<file path="config.mk">
export PLATFORM = sky130hd
export DESIGN_NAME = alu_issue_ctrl_flat
export DESIGN_NICKNAME = d
export VERILOG_FILES = /design/src/rtl/alu_issue_ctrl_pkg.sv /design/src/rtl/alu_issue_ctrl_if.sv /design/src/rtl/alu_issue_ctrl_rsp_fifo.sv /design/src/rtl/alu_issue_ctrl.sv /design/src/flat_wrapper.sv
export SDC_FILE = /design/constraint.sdc
export NUM_CORES = 1
export LEC_CHECK = 0
export ABC_CLOCK_PERIOD_IN_PS = 11400
export CAP_MARGIN = 20
export CORE_ASPECT_RATIO = 1.75
export CORE_MARGIN = 2
export CORE_UTILIZATION = 46
export DETAILED_ROUTE_END_ITERATION = 12
export MAX_ROUTING_LAYER = met4
export PLACE_DENSITY_LB_ADDON = 0.3
export SETUP_SLACK_MARGIN = 0.2
export SYNTH_ARGS = -nofsm -noshare
export SYNTH_HDL_FRONTEND = slang
export SYNTH_SLANG_ARGS = --single-unit
</file>
<file path="constraint.sdc">
create_clock -name clk -period 11.4 [get_ports clk]
set_input_delay 2.85 -clock clk [delete_from_list [all_inputs] [get_ports clk]]
set_output_delay 2.85 -clock clk [all_outputs]
set_load 0.01 [all_outputs]
</file>
<file path="src/rtl/alu_issue_ctrl_pkg.sv">
// Shared definitions for the ALU issue controller: FSM state codes, flag bit positions
// and a saturating increment used by the optional statistics counters.
package alu_issue_pkg;

   typedef logic [1:0] state_t;

   localparam state_t IDLE   = 2'd0;
   localparam state_t ACTIVE = 2'd1;
   localparam state_t FLUSH  = 2'd2;

   localparam int OVF   = 2;
   localparam int ZERO  = 1;
   localparam int CARRY = 0;

   localparam int LATENCY_MAX = 8;

   function automatic logic [31:0] sat_inc(input logic [31:0] v);
      return (&v) ? v : v + 32'd1;
   endfunction

endpackage

</file>
<file path="src/rtl/alu_issue_ctrl_if.sv">
// Request and response handshake bundle between a requester/consumer (master)
// and the ALU issue controller (slave).
interface alu_issue_ctrl_if #(
   parameter int WIDTH = 32,
   parameter int TAG_W = 4
);
   logic             req_valid;
   logic             req_ready;
   logic [WIDTH-1:0] req_a;
   logic [WIDTH-1:0] req_b;
   logic [2:0]       req_op;

   logic             rsp_valid;
   logic             rsp_ready;
   logic [WIDTH-1:0] rsp_result;
   logic [2:0]       rsp_flags;
   logic [TAG_W-1:0] rsp_tag;

   modport master (
      output req_valid, req_a, req_b, req_op, rsp_ready,
      input  req_ready, rsp_valid, rsp_result, rsp_flags, rsp_tag
   );

   modport slave (
      input  req_valid, req_a, req_b, req_op, rsp_ready,
      output req_ready, rsp_valid, rsp_result, rsp_flags, rsp_tag
   );
endinterface

</file>
<file path="src/rtl/alu_issue_ctrl_rsp_fifo.sv">
// Synchronous first-word-fall-through FIFO holding ALU responses; the head is
// presented combinationally and reads as zero while empty.
module alu_rsp_fifo #(
   parameter int W     = 8,
   parameter int DEPTH = 4,
   parameter int CNT_W = $clog2(DEPTH + 1)
) (
   input  logic             clk,
   input  logic             rst,
   input  logic             push,
   input  logic             pop,
   input  logic [W-1:0]     din,
   output logic [W-1:0]     dout,
   output logic [CNT_W-1:0] count,
   output logic             empty,
   output logic             full
);
   localparam int PTR_W = (DEPTH > 1) ? $clog2(DEPTH) : 1;

   logic [W-1:0]     mem_q [DEPTH];
   logic [W-1:0]     mem_d [DEPTH];
   logic [PTR_W-1:0] wr_ptr_q, wr_ptr_d, rd_ptr_q, rd_ptr_d;
   logic [CNT_W-1:0] count_q, count_d;
   logic             do_push, do_pop;

   function automatic logic [PTR_W-1:0] ptr_inc(input logic [PTR_W-1:0] p);
      return (p == PTR_W'(DEPTH - 1)) ? '0 : p + 1'b1;
   endfunction

   // A full FIFO still accepts a push when the head leaves in the same cycle.
   always_comb begin
      empty    = (count_q == '0);
      full     = (count_q == CNT_W'(DEPTH));
      do_pop   = pop && !empty;
      do_push  = push && (!full || do_pop);
      mem_d    = mem_q;
      wr_ptr_d = wr_ptr_q;
      rd_ptr_d = rd_ptr_q;
      count_d  = count_q;
      if (do_push) begin
         mem_d[wr_ptr_q] = din;
         wr_ptr_d        = ptr_inc(wr_ptr_q);
      end
      if (do_pop) begin
         rd_ptr_d = ptr_inc(rd_ptr_q);
      end
      if (do_push && !do_pop) begin
         count_d = count_q + 1'b1;
      end else if (do_pop && !do_push) begin
         count_d = count_q - 1'b1;
      end
   end

   always_ff @(posedge clk or posedge rst) begin
      if (rst) begin
         for (int i = 0; i < DEPTH; i++) begin
            mem_q[i] <= '0;
         end
         wr_ptr_q <= '0;
         rd_ptr_q <= '0;
         count_q  <= '0;
      end else begin
         mem_q    <= mem_d;
         wr_ptr_q <= wr_ptr_d;
         rd_ptr_q <= rd_ptr_d;
         count_q  <= count_d;
      end
   end

   assign dout  = empty ? '0 : mem_q[rd_ptr_q];
   assign count = count_q;
endmodule

</file>
<file path="src/rtl/alu_issue_ctrl.sv">
// Credit-based issue controller for the registered ALU datapath.
// Define ALU_ISSUE_STATS_EN to add the stat_issued / stat_ovf saturating counters.
module alu_issue_ctrl
   import alu_issue_pkg::*;
#(
   parameter int WIDTH     = 32,
   parameter int LATENCY   = 1,
   parameter int RSP_DEPTH = 4,
   parameter int TAG_W     = 4
) (
   input  logic             clk,
   input  logic             rst,
   alu_issue_ctrl_if.slave  bus,
   input  logic             flush,
   output logic [WIDTH-1:0] alu_r2,
   output logic [WIDTH-1:0] alu_r3,
   output logic [2:0]       alu_op,
   input  logic [WIDTH-1:0] alu_r0,
   input  logic             alu_overflow,
   input  logic             alu_zero,
   input  logic             alu_carry,
   output logic             busy
`ifdef ALU_ISSUE_STATS_EN
   ,
   output logic [31:0]      stat_issued,
   output logic [31:0]      stat_ovf
`endif
);
   localparam int CNT_W  = $clog2(RSP_DEPTH + 1);
   localparam int PIPE_N = LATENCY + 1;
   localparam int ENT_W  = WIDTH + 3 + TAG_W;

   state_t           state_q, state_d;
   logic [TAG_W-1:0] tag_q, tag_d;
   logic [PIPE_N-1:0] vld_q, vld_d;
   logic [TAG_W-1:0] ptag_q [PIPE_N];
   logic [TAG_W-1:0] ptag_d [PIPE_N];
   logic [WIDTH-1:0] r2_q, r2_d, r3_q, r3_d;
   logic [2:0]       op_q, op_d;

   logic [CNT_W-1:0] inflight, fifo_count, used, credits;
   logic             req_ready, accept, push, pop;
   logic             fifo_empty, fifo_full;
   logic [2:0]       cap_flags;
   logic [ENT_W-1:0] push_data, head_data;

   // Stage 0 of the valid pipe lines up with the alu_* registers and the last
   // stage with the registered alu_r0, so the last stage marks a result to capture.
   always_comb begin
      inflight = '0;
      for (int i = 0; i < PIPE_N; i++) begin
         inflight = inflight + CNT_W'(vld_q[i]);
      end
      used             = inflight + fifo_count;
      credits          = CNT_W'(RSP_DEPTH) - used;
      req_ready        = (state_q != FLUSH) && (credits != '0);
      accept           = bus.req_valid && req_ready && !flush;
      pop              = !fifo_empty && bus.rsp_ready;
      push             = vld_q[PIPE_N-1];
      cap_flags        = '0;
      cap_flags[OVF]   = alu_overflow;
      cap_flags[ZERO]  = alu_zero;
      cap_flags[CARRY] = alu_carry;
      push_data        = {alu_r0, cap_flags, ptag_q[PIPE_N-1]};
   end

   always_comb begin
      r2_d      = r2_q;
      r3_d      = r3_q;
      op_d      = op_q;
      tag_d     = tag_q;
      vld_d     = {vld_q[PIPE_N-2:0], accept};
      ptag_d[0] = tag_q;
      for (int i = 1; i < PIPE_N; i++) begin
         ptag_d[i] = ptag_q[i-1];
      end
      if (accept) begin
         r2_d  = bus.req_a;
         r3_d  = bus.req_b;
         op_d  = bus.req_op;
         tag_d = tag_q + 1'b1;
      end

      state_d = state_q;
      if (flush) begin
         state_d = FLUSH;
      end else begin
         case (state_q)
            IDLE:    if (accept) state_d = ACTIVE;
            ACTIVE:  if (used == '0 && !accept) state_d = IDLE;
            FLUSH:   if (used == '0) state_d = IDLE;
            default: state_d = IDLE;
         endcase
      end
   end

   always_ff @(posedge clk or posedge rst) begin
      if (rst) begin
         state_q <= IDLE;
         tag_q   <= '0;
         vld_q   <= '0;
         r2_q    <= '0;
         r3_q    <= '0;
         op_q    <= '0;
         for (int i = 0; i < PIPE_N; i++) begin
            ptag_q[i] <= '0;
         end
      end else begin
         state_q <= state_d;
         tag_q   <= tag_d;
         vld_q   <= vld_d;
         r2_q    <= r2_d;
         r3_q    <= r3_d;
         op_q    <= op_d;
         ptag_q  <= ptag_d;
      end
   end

   alu_rsp_fifo #(
      .W     (ENT_W),
      .DEPTH (RSP_DEPTH),
      .CNT_W (CNT_W)
   ) u_rsp_fifo (
      .clk   (clk),
      .rst   (rst),
      .push  (push),
      .pop   (pop),
      .din   (push_data),
      .dout  (head_data),
      .count (fifo_count),
      .empty (fifo_empty),
      .full  (fifo_full)
   );

   // Credits make both of these impossible; they guard the accounting.
   always @(posedge clk) begin
      if (!rst) begin
         assert (used <= CNT_W'(RSP_DEPTH));
         assert (!(push && fifo_full && !pop));
      end
   end

`ifdef ALU_ISSUE_STATS_EN
   logic [31:0] stat_issued_q, stat_issued_d, stat_ovf_q, stat_ovf_d;

   always_comb begin
      stat_issued_d = stat_issued_q;
      stat_ovf_d    = stat_ovf_q;
      if (accept) begin
         stat_issued_d = sat_inc(stat_issued_q);
      end
      if (push && alu_overflow) begin
         stat_ovf_d = sat_inc(stat_ovf_q);
      end
   end

   always_ff @(posedge clk or posedge rst) begin
      if (rst) begin
         stat_issued_q <= '0;
         stat_ovf_q    <= '0;
      end else begin
         stat_issued_q <= stat_issued_d;
         stat_ovf_q    <= stat_ovf_d;
      end
   end

   assign stat_issued = stat_issued_q;
   assign stat_ovf    = stat_ovf_q;
`endif

   assign alu_r2        = r2_q;
   assign alu_r3        = r3_q;
   assign alu_op        = op_q;
   assign busy          = (state_q != IDLE);
   assign bus.req_ready = req_ready;
   assign bus.rsp_valid = !fifo_empty;
   assign {bus.rsp_result, bus.rsp_flags, bus.rsp_tag} = head_data;
endmodule

</file>
<file path="src/flat_wrapper.sv">
// flat-port wrapper written by rule: the top's interface ports become plain ports
module alu_issue_ctrl_flat import alu_issue_pkg::*;
#(
   parameter int WIDTH     = 32,
   parameter int LATENCY   = 1,
   parameter int RSP_DEPTH = 4,
   parameter int TAG_W     = 4
)
  (clk, rst, flush, alu_r2, alu_r3, alu_op, alu_r0, alu_overflow, alu_zero, alu_carry, busy, bus_req_valid, bus_req_a, bus_req_b, bus_req_op, bus_rsp_ready, bus_req_ready, bus_rsp_valid, bus_rsp_result, bus_rsp_flags, bus_rsp_tag);
  alu_issue_ctrl_if #(.WIDTH(WIDTH), .TAG_W(TAG_W)) bus_i ();
  input  logic clk;
  input  logic rst;
  input  logic flush;
  output logic [WIDTH-1:0] alu_r2;
  output logic [WIDTH-1:0] alu_r3;
  output logic [2:0] alu_op;
  input  logic [WIDTH-1:0] alu_r0;
  input  logic alu_overflow;
  input  logic alu_zero;
  input  logic alu_carry;
  output logic busy;
  input wire logic [$bits(bus_i.req_valid)-1:0] bus_req_valid;
  input wire logic [$bits(bus_i.req_a)-1:0] bus_req_a;
  input wire logic [$bits(bus_i.req_b)-1:0] bus_req_b;
  input wire logic [$bits(bus_i.req_op)-1:0] bus_req_op;
  input wire logic [$bits(bus_i.rsp_ready)-1:0] bus_rsp_ready;
  output wire logic [$bits(bus_i.req_ready)-1:0] bus_req_ready;
  output wire logic [$bits(bus_i.rsp_valid)-1:0] bus_rsp_valid;
  output wire logic [$bits(bus_i.rsp_result)-1:0] bus_rsp_result;
  output wire logic [$bits(bus_i.rsp_flags)-1:0] bus_rsp_flags;
  output wire logic [$bits(bus_i.rsp_tag)-1:0] bus_rsp_tag;
  assign bus_i.req_valid = bus_req_valid;
  assign bus_i.req_a = bus_req_a;
  assign bus_i.req_b = bus_req_b;
  assign bus_i.req_op = bus_req_op;
  assign bus_i.rsp_ready = bus_rsp_ready;
  assign bus_req_ready = bus_i.req_ready;
  assign bus_rsp_valid = bus_i.rsp_valid;
  assign bus_rsp_result = bus_i.rsp_result;
  assign bus_rsp_flags = bus_i.rsp_flags;
  assign bus_rsp_tag = bus_i.rsp_tag;
  alu_issue_ctrl #(.WIDTH(WIDTH), .LATENCY(LATENCY), .RSP_DEPTH(RSP_DEPTH), .TAG_W(TAG_W)) u_core (.clk(clk), .rst(rst), .bus(bus_i), .flush(flush), .alu_r2(alu_r2), .alu_r3(alu_r3), .alu_op(alu_op), .alu_r0(alu_r0), .alu_overflow(alu_overflow), .alu_zero(alu_zero), .alu_carry(alu_carry), .busy(busy));
endmodule
</file>
* Word-level counts from Yosys, hierarchy flattened
Cells that the tools add are included.
** Operators by class
- $add $sub $neg :: 8
- Order comparisons :: 3
- Equal/unequal tests :: 9
- Muxes and demuxes :: 16
- Bitwise logic cells :: 2
- Reductions and logical operators :: 24
** Operators by type and width (number)
- 156-bit bitwise mux :: 1
- 39-bit 2-to-1 mux :: 4
- 39-bit binary-select mux with 2-bit select :: 1
- 39-bit demux with 2-bit select :: 1
- 2-bit 2-to-1 mux :: 6
- 1-bit logical AND :: 10
- 3-bit by 2-bit inequality test with 1-bit output, second input constant :: 3
- 2-bit == test, second input constant :: 3
- 3-bit greater-or-equal comparator, second input constant :: 2
- 1-bit logical NOT :: 6
- 3-bit logical NOT :: 2
- 3-bit 2-to-1 mux :: 2
- 2-bit inverter with 3-bit output :: 2
- 2-bit one-hot mux with 3 select lines :: 1
- 2-bit by 1-bit adder with 2-bit output, second input constant :: 2
- 4-bit by 1-bit adder with 4-bit output, second input constant :: 1
- 2-bit nonzero test :: 2
- 3-bit by 1-bit adder with 3-bit output, second input constant :: 1
- 3-bit adder :: 1
- 3-bit == test, second input constant :: 1
- 3-bit by 1-bit < comparator with 1-bit output, second input constant :: 1
- 3-bit AND reduction :: 1
- 3-bit nonzero test :: 1
- 3-bit by 1-bit subtractor with 3-bit output, second input constant :: 1
- other kinds (6) :: 6
** Storage, ports and cells
- Bits in registers :: 246
- Input bits :: 107
- Output and inout port bits :: 109
- Word-level logic and storage cells :: 77

* Depth between registers and ports, before layout
- Word-level depth :: 12
- Mapped depth :: 10
- Depth with buffers taken out :: 9

* Cells and area by module
Synthesis repeated with hierarchy kept, for this count alone.
** Second synthesis, totals
- Cell total of the unflattened synthesis :: 645
- Area, all modules :: 10561.4 um2
** Modules (own cells, without submodules)
- alu_rsp_fifo :: instances 1, cells each 461, area an instance 7424.6 um2, seq. area each 4078.9 um2
- alu_issue_ctrl :: instances 1, cells each 184, area an instance 3136.8 um2, seq. area each 2077.0 um2

* Worst setup path after synthesis
OpenSTA, ideal clock, no wires.
- Kind :: register to output
- Start :: register u_core.vld_q[1]
- End :: output port bus_req_ready
- Arrival :: 1.882 ns
- Required time :: 8.550 ns
- Setup slack :: 6.668 ns
- Cell stages (with the launch flop) :: 8
- Path buffers :: 0
- Cells stage by stage :: dfrtp_1 -> ha_1 -> ha_1 -> inv_1 -> fa_1 -> nor2b_1 -> ha_1 -> nor2_1
** On the way
- Word-level cells in the longest chain between the ends :: 5
** RTL lines
- from (decl) :: RTL line alu_issue_ctrl.sv:35 : logic [PIPE_N-1:0] vld_q, vld_d;
- from (signal assigned) :: RTL line alu_issue_ctrl.sv:111 : vld_q <= vld_d;
- 1-bit by 1-bit adder with 2-bit output :: RTL line alu_issue_ctrl.sv:52 : inflight = inflight + CNT_W'(vld_q[i]);
- 3-bit adder :: RTL line alu_issue_ctrl.sv:54 : used = inflight + fifo_count;
- 3-bit subtractor :: RTL line alu_issue_ctrl.sv:55 : credits = CNT_W'(RSP_DEPTH) - used;
- 3-bit nonzero test :: RTL line alu_issue_ctrl.sv:56 : req_ready = (state_q != FLUSH) && (credits != '0);
- 1-bit logical AND :: RTL line alu_issue_ctrl.sv:56
- to (decl) :: RTL line flat_wrapper.sv:27 : output wire logic [$bits(bus_i.req_ready)-1:0] bus_req_ready;
Every way passes these cells.

* Worst setup path after layout
Ends and elaborated chain as after synthesis.

==> reports/summary.log <==
qor: cts.clk_pin_slew_worst_paths 0.06 ns
qor: pwr.power.total 3.94 mW
qor: placement.place.detailed.instances 1132
qor: yosys.netlist_area 10500 µm²
qor: setup_path.critPathCaptureType output port
qor: setup_path.regToRegSetupSlack 8.14 ns
qor: placement.place.detailed.hpwl 15100 µm
qor: setup_path.critical_path.max_stage_delay 0.55 ns
qor: setup_path.crit_chain ha_1 > ha_1 > inv_1 > fa_1 > nor2b_1 > ha_1 > nor2_1 > clkdlybuf4s50_1
qor: global_routing.grt_overflow 0
qor: yosys.ys_warn_count 0
qor: cts.cts-hold-fix-buffers 0
qor: setup_path.timing.critical_path.slowest_stage_cell sky130_fd_sc_hd__clkdlybuf4s50_1
qor: placement.place_ws 6.02 ns
qor: sta.hold_violations 0
qor: floorplanning.ios 216
qor: pwr.power.leakage 5.69 nW
qor: cts.cts_inserted_buffers 24
qor: routing.wirelength 23100 µm
qor: sta.fin_setup_tns 0 ns
qor: cts.cts_setup_buffers 0
qor: routing.drt_iter0_markers 243
qor: setup_path.worstPathMaxFanout 6
qor: sta.achievable-frequency 171 MHz
qor: flow_run.drv_cap 0
qor: yosys.synth.lib_cells_used.distinct 27
qor: sta.slew_viol_final 0
qor: sta.clock-skew-final 0.00731 ns
qor: routing.avgViaCountPerCell 5.26
qor: yosys.synth_edf_count 0
qor: pwr.ir_drop 169 µV
qor: global_routing.number_of_global_route_vias_before_repair 7199
qor: routing.average_detailed_routed_wire_length_per_instance 19.6 µm
qor: hold_path.hold_crit_path_type reg -> reg
qor: routing.initial_drt_pass_iterations 4
qor: setup_path.timing.critical_path.required 8.55 ns
qor: layout.finish.utilization 61.1%
qor: yosys.syn_nets 766
qor: cts.cts_root_buffer sky130_fd_sc_hd__clkbuf_16
qor: hold_path.timing.hold.worst_path_depth 0
qor: routing.detail-route-antenna-nets 0
qor: layout.instances_no_fill 1178
qor: setup_path.crit_path_start_kind flip-flop
qor: cts.clock_sink_count 246
qor: setup_path.path_common_cell sky130_fd_sc_hd__ha_1
qor: hold_path.timing.hold.worst_endpoint u_core.ptag_q[3]$_DFF_PP0_
qor: floorplanning.floorplan.initialDensity 46.6%
qor: yosys.async_reset_ff_share 100%
qor: routing.drc 0
qor: yosys.synth_compound_gate_area_share 0.143%
qor: yosys.main_combinational_cell_family_by_area_after_synthesis multiplexers
qor: status.status finished, final reports clean
qor: setup_path.crit-reg2reg-launch u_core.vld_q[1]$_DFF_PP0_
qor: sta.postLayoutSetupSlackWorst 5.54 ns
qor: pwr.cell_area_power_density 286 nW/µm²
qor: layout.synthToLayoutAreaGrowth 31.0%
qor: hold_path.hp-start u_core.ptag_d[3]$_DFF_PP0_
qor: yosys.most_used_dff_post_synth sky130_fd_sc_hd__dfrtp_1
qor: cts.cts_htree_levels 1
qor: yosys.synth.area.mux_share 32.9%
qor: cts.cts_buffer_depth 3
qor: sta.period_utilization_post_route 51.4%
qor: layout.top_library_cells_by_usage_in_the_layout_fill_and_taps_aside 244 x sky130_fd_sc_hd__dfrtp_1, 223 x sky130_fd_sc_hd__mux2_2, 215 x sky130_fd_sc_hd__clkdlybuf4s50_1
qor: sta.relSlewSlack 24.2%
qor: global_routing.gr-usage-all-layers 19.9%
qor: cts.worstSkewPairLatency 0.52 ns
qor: yosys.synth-adder-area-share 1.69%
qor: sta.setup_viol 0
qor: setup_path.reg2reg_depth 9
qor: global_routing.global_route_wire_length_before_repair 37000 µm
qor: layout.num-nets-final 980
qor: placement.placedInstanceArea 12900 µm²
qor: yosys.ys_ff_latch 246
qor: yosys.yosys.area_share.xor_xnor 0.583%
qor: layout.final_common_cell sky130_fd_sc_hd__dfrtp_1
qor: sta.fin_hold_ws 0.343 ns
qor: floorplanning.die_extent_in_x 118 µm
qor: setup_path.worst_r2r_endpoint u_core.alu_r2[12]$_DFFE_PP0P_
qor: sta.finalWorstPathRequiredPeriod 5.86 ns
qor: floorplanning.chipHeight 204 µm
qor: global_routing.grt_antenna_before_repair 1
qor: cts.cts_tree yes
qor: yosys.post_synth_inst_count 646
qor: yosys.synthesis.area_per_instance 16.3 µm²
qor: sta.grt_setup_unrepaired false
qor: sta.worst-slew-pin-transition 1.14 ns
qor: yosys.synth-seq-area-share 58.6%
qor: cts.cts.repair.resized 0
qor: layout.final_layout_size_suffix_gt1_share 36.5%
qor: setup_path.cp.arrival 3.01 ns
qor: routing.via_count 6192
qor: floorplanning.core_region_area 22600 µm²
qor: floorplanning.die_area 24100 µm²
qor: floorplanning.placementRows 73
qor: setup_path.type_of_the_worst_setup_path reg -> out
qor: placement.gp_congestion 0.735
qor: placement.port_buffers 215
qor: global_routing.pin_count_of_the_biggest_net_entering_global_routing 155
qor: layout.design_area 13800 µm²
qor: yosys.post_synth_and_or_nand_nor_area_fraction 3.75%
[sequential cells by signal, summed over array words and instances, names as in the netlist]
| name | cells |
|---|---|
| u_core.u_rsp_fifo.rd_ptr_q | 2 |
| u_core.u_rsp_fifo.count | 3 |
| u_core.alu_r3 | 32 |
| u_core.alu_r2 | 32 |
| u_core.alu_op | 3 |
| u_core.tag_q | 4 |
| u_core.ptag_d | 4 |
| u_core.u_rsp_fifo.wr_ptr_q | 2 |
| u_core.ptag_q | 4 |
| u_core.state_q | 2 |
| u_core.vld_q | 2 |
| u_core.u_rsp_fifo.mem_q | 156 |
[cell families (layout without fill, tap and decap cells)]
group / after synthesis / in the layout
compound gates: 2 / 2
flops: 246 / 246
buf+inv: 45 / 275
xor+xnor: 7 / 7
mux: 268 / 268
other cells: 0 / 2
fa+ha+maj: 13 / 13
simple gates: 65 / 65
[cell type report]
class	instances	area (µm²)
fill	1726	8780
sequential	246	6160
multi-input combinational	355	4140
timing repair buffer	224	2260
clock buffer	34	719
tap	300	375
clock inverter	8	73.8
inverter	9	41.3
antenna	2	5.00
[routing by layer]
metal / vias up / routed length (µm) / track usage (%)
met4: 0 / 511 / 7.44
met3: 33 / 1330 / 4.02
met5: - / 0 / -
li1: 2732 / - / -
met1: 3235 / 8540 / 21.8
met2: 192 / 12700 / 35.7
[worst max-delay path, delay by kind of cell, from the launching register on]
family / cells / cell delay, ns
buffers and inverters: 2 / 0.61
AND/OR/NAND/NOR: 2 / 0.29
flip-flops: 1 / 0.43
adder cells (fa/ha/maj): 4 / 1.15
[cells in the mapped netlist, types with 2 or more instances]
cell type	n	area share (%)
sky130_fd_sc_hd__nor2b_1	4	0.24
sky130_fd_sc_hd__buf_6	8	0.86
sky130_fd_sc_hd__mux2_1	6	0.64
sky130_fd_sc_hd__dfrtp_1	246	59
sky130_fd_sc_hd__ha_1	11	1.3
sky130_fd_sc_hd__nor2_1	9	0.32
sky130_fd_sc_hd__clkbuf_1	6	0.21
sky130_fd_sc_hd__fa_1	2	0.38
sky130_fd_sc_hd__inv_1	9	0.32
sky130_fd_sc_hd__buf_1	3	0.11
sky130_fd_sc_hd__and2_1	39	2.3
sky130_fd_sc_hd__buf_2	19	0.90
sky130_fd_sc_hd__nand2_1	5	0.18
sky130_fd_sc_hd__mux4_2	39	8.4
sky130_fd_sc_hd__mux2_2	223	24
sky130_fd_sc_hd__xor2_1	6	0.50
[worst max path at each step]
| stage | from | to | slack, ns |
|---|---|---|---|
| after global routing | u_core.vld_q[1]$_DFF_PP0_ | bus_req_ready | 5.43 |
| after CTS | u_core.vld_q[1]$_DFF_PP0_ | bus_req_ready | 5.49 |
| final | u_core.vld_q[1]$_DFF_PP0_ | bus_req_ready | 5.54 |
| after floorplan | rst | u_core.alu_op[0]$_DFFE_PP0P_ | 1.79 |
| after global placement | u_core.vld_q[1]$_DFF_PP0_ | bus_req_ready | 6.05 |
| after detailed placement | rst | u_core.u_rsp_fifo.mem_q[135]$_DFFE_PP0P_ | 6.02 |
[power by group]
group          switching (mW)  internal (mW)  total [mW]
logic                   0.514           1.04        1.56
registers               0.308           1.29        1.60
clock network           0.327          0.462       0.789
Note: power is estimated with default switching activity, not from simulation.
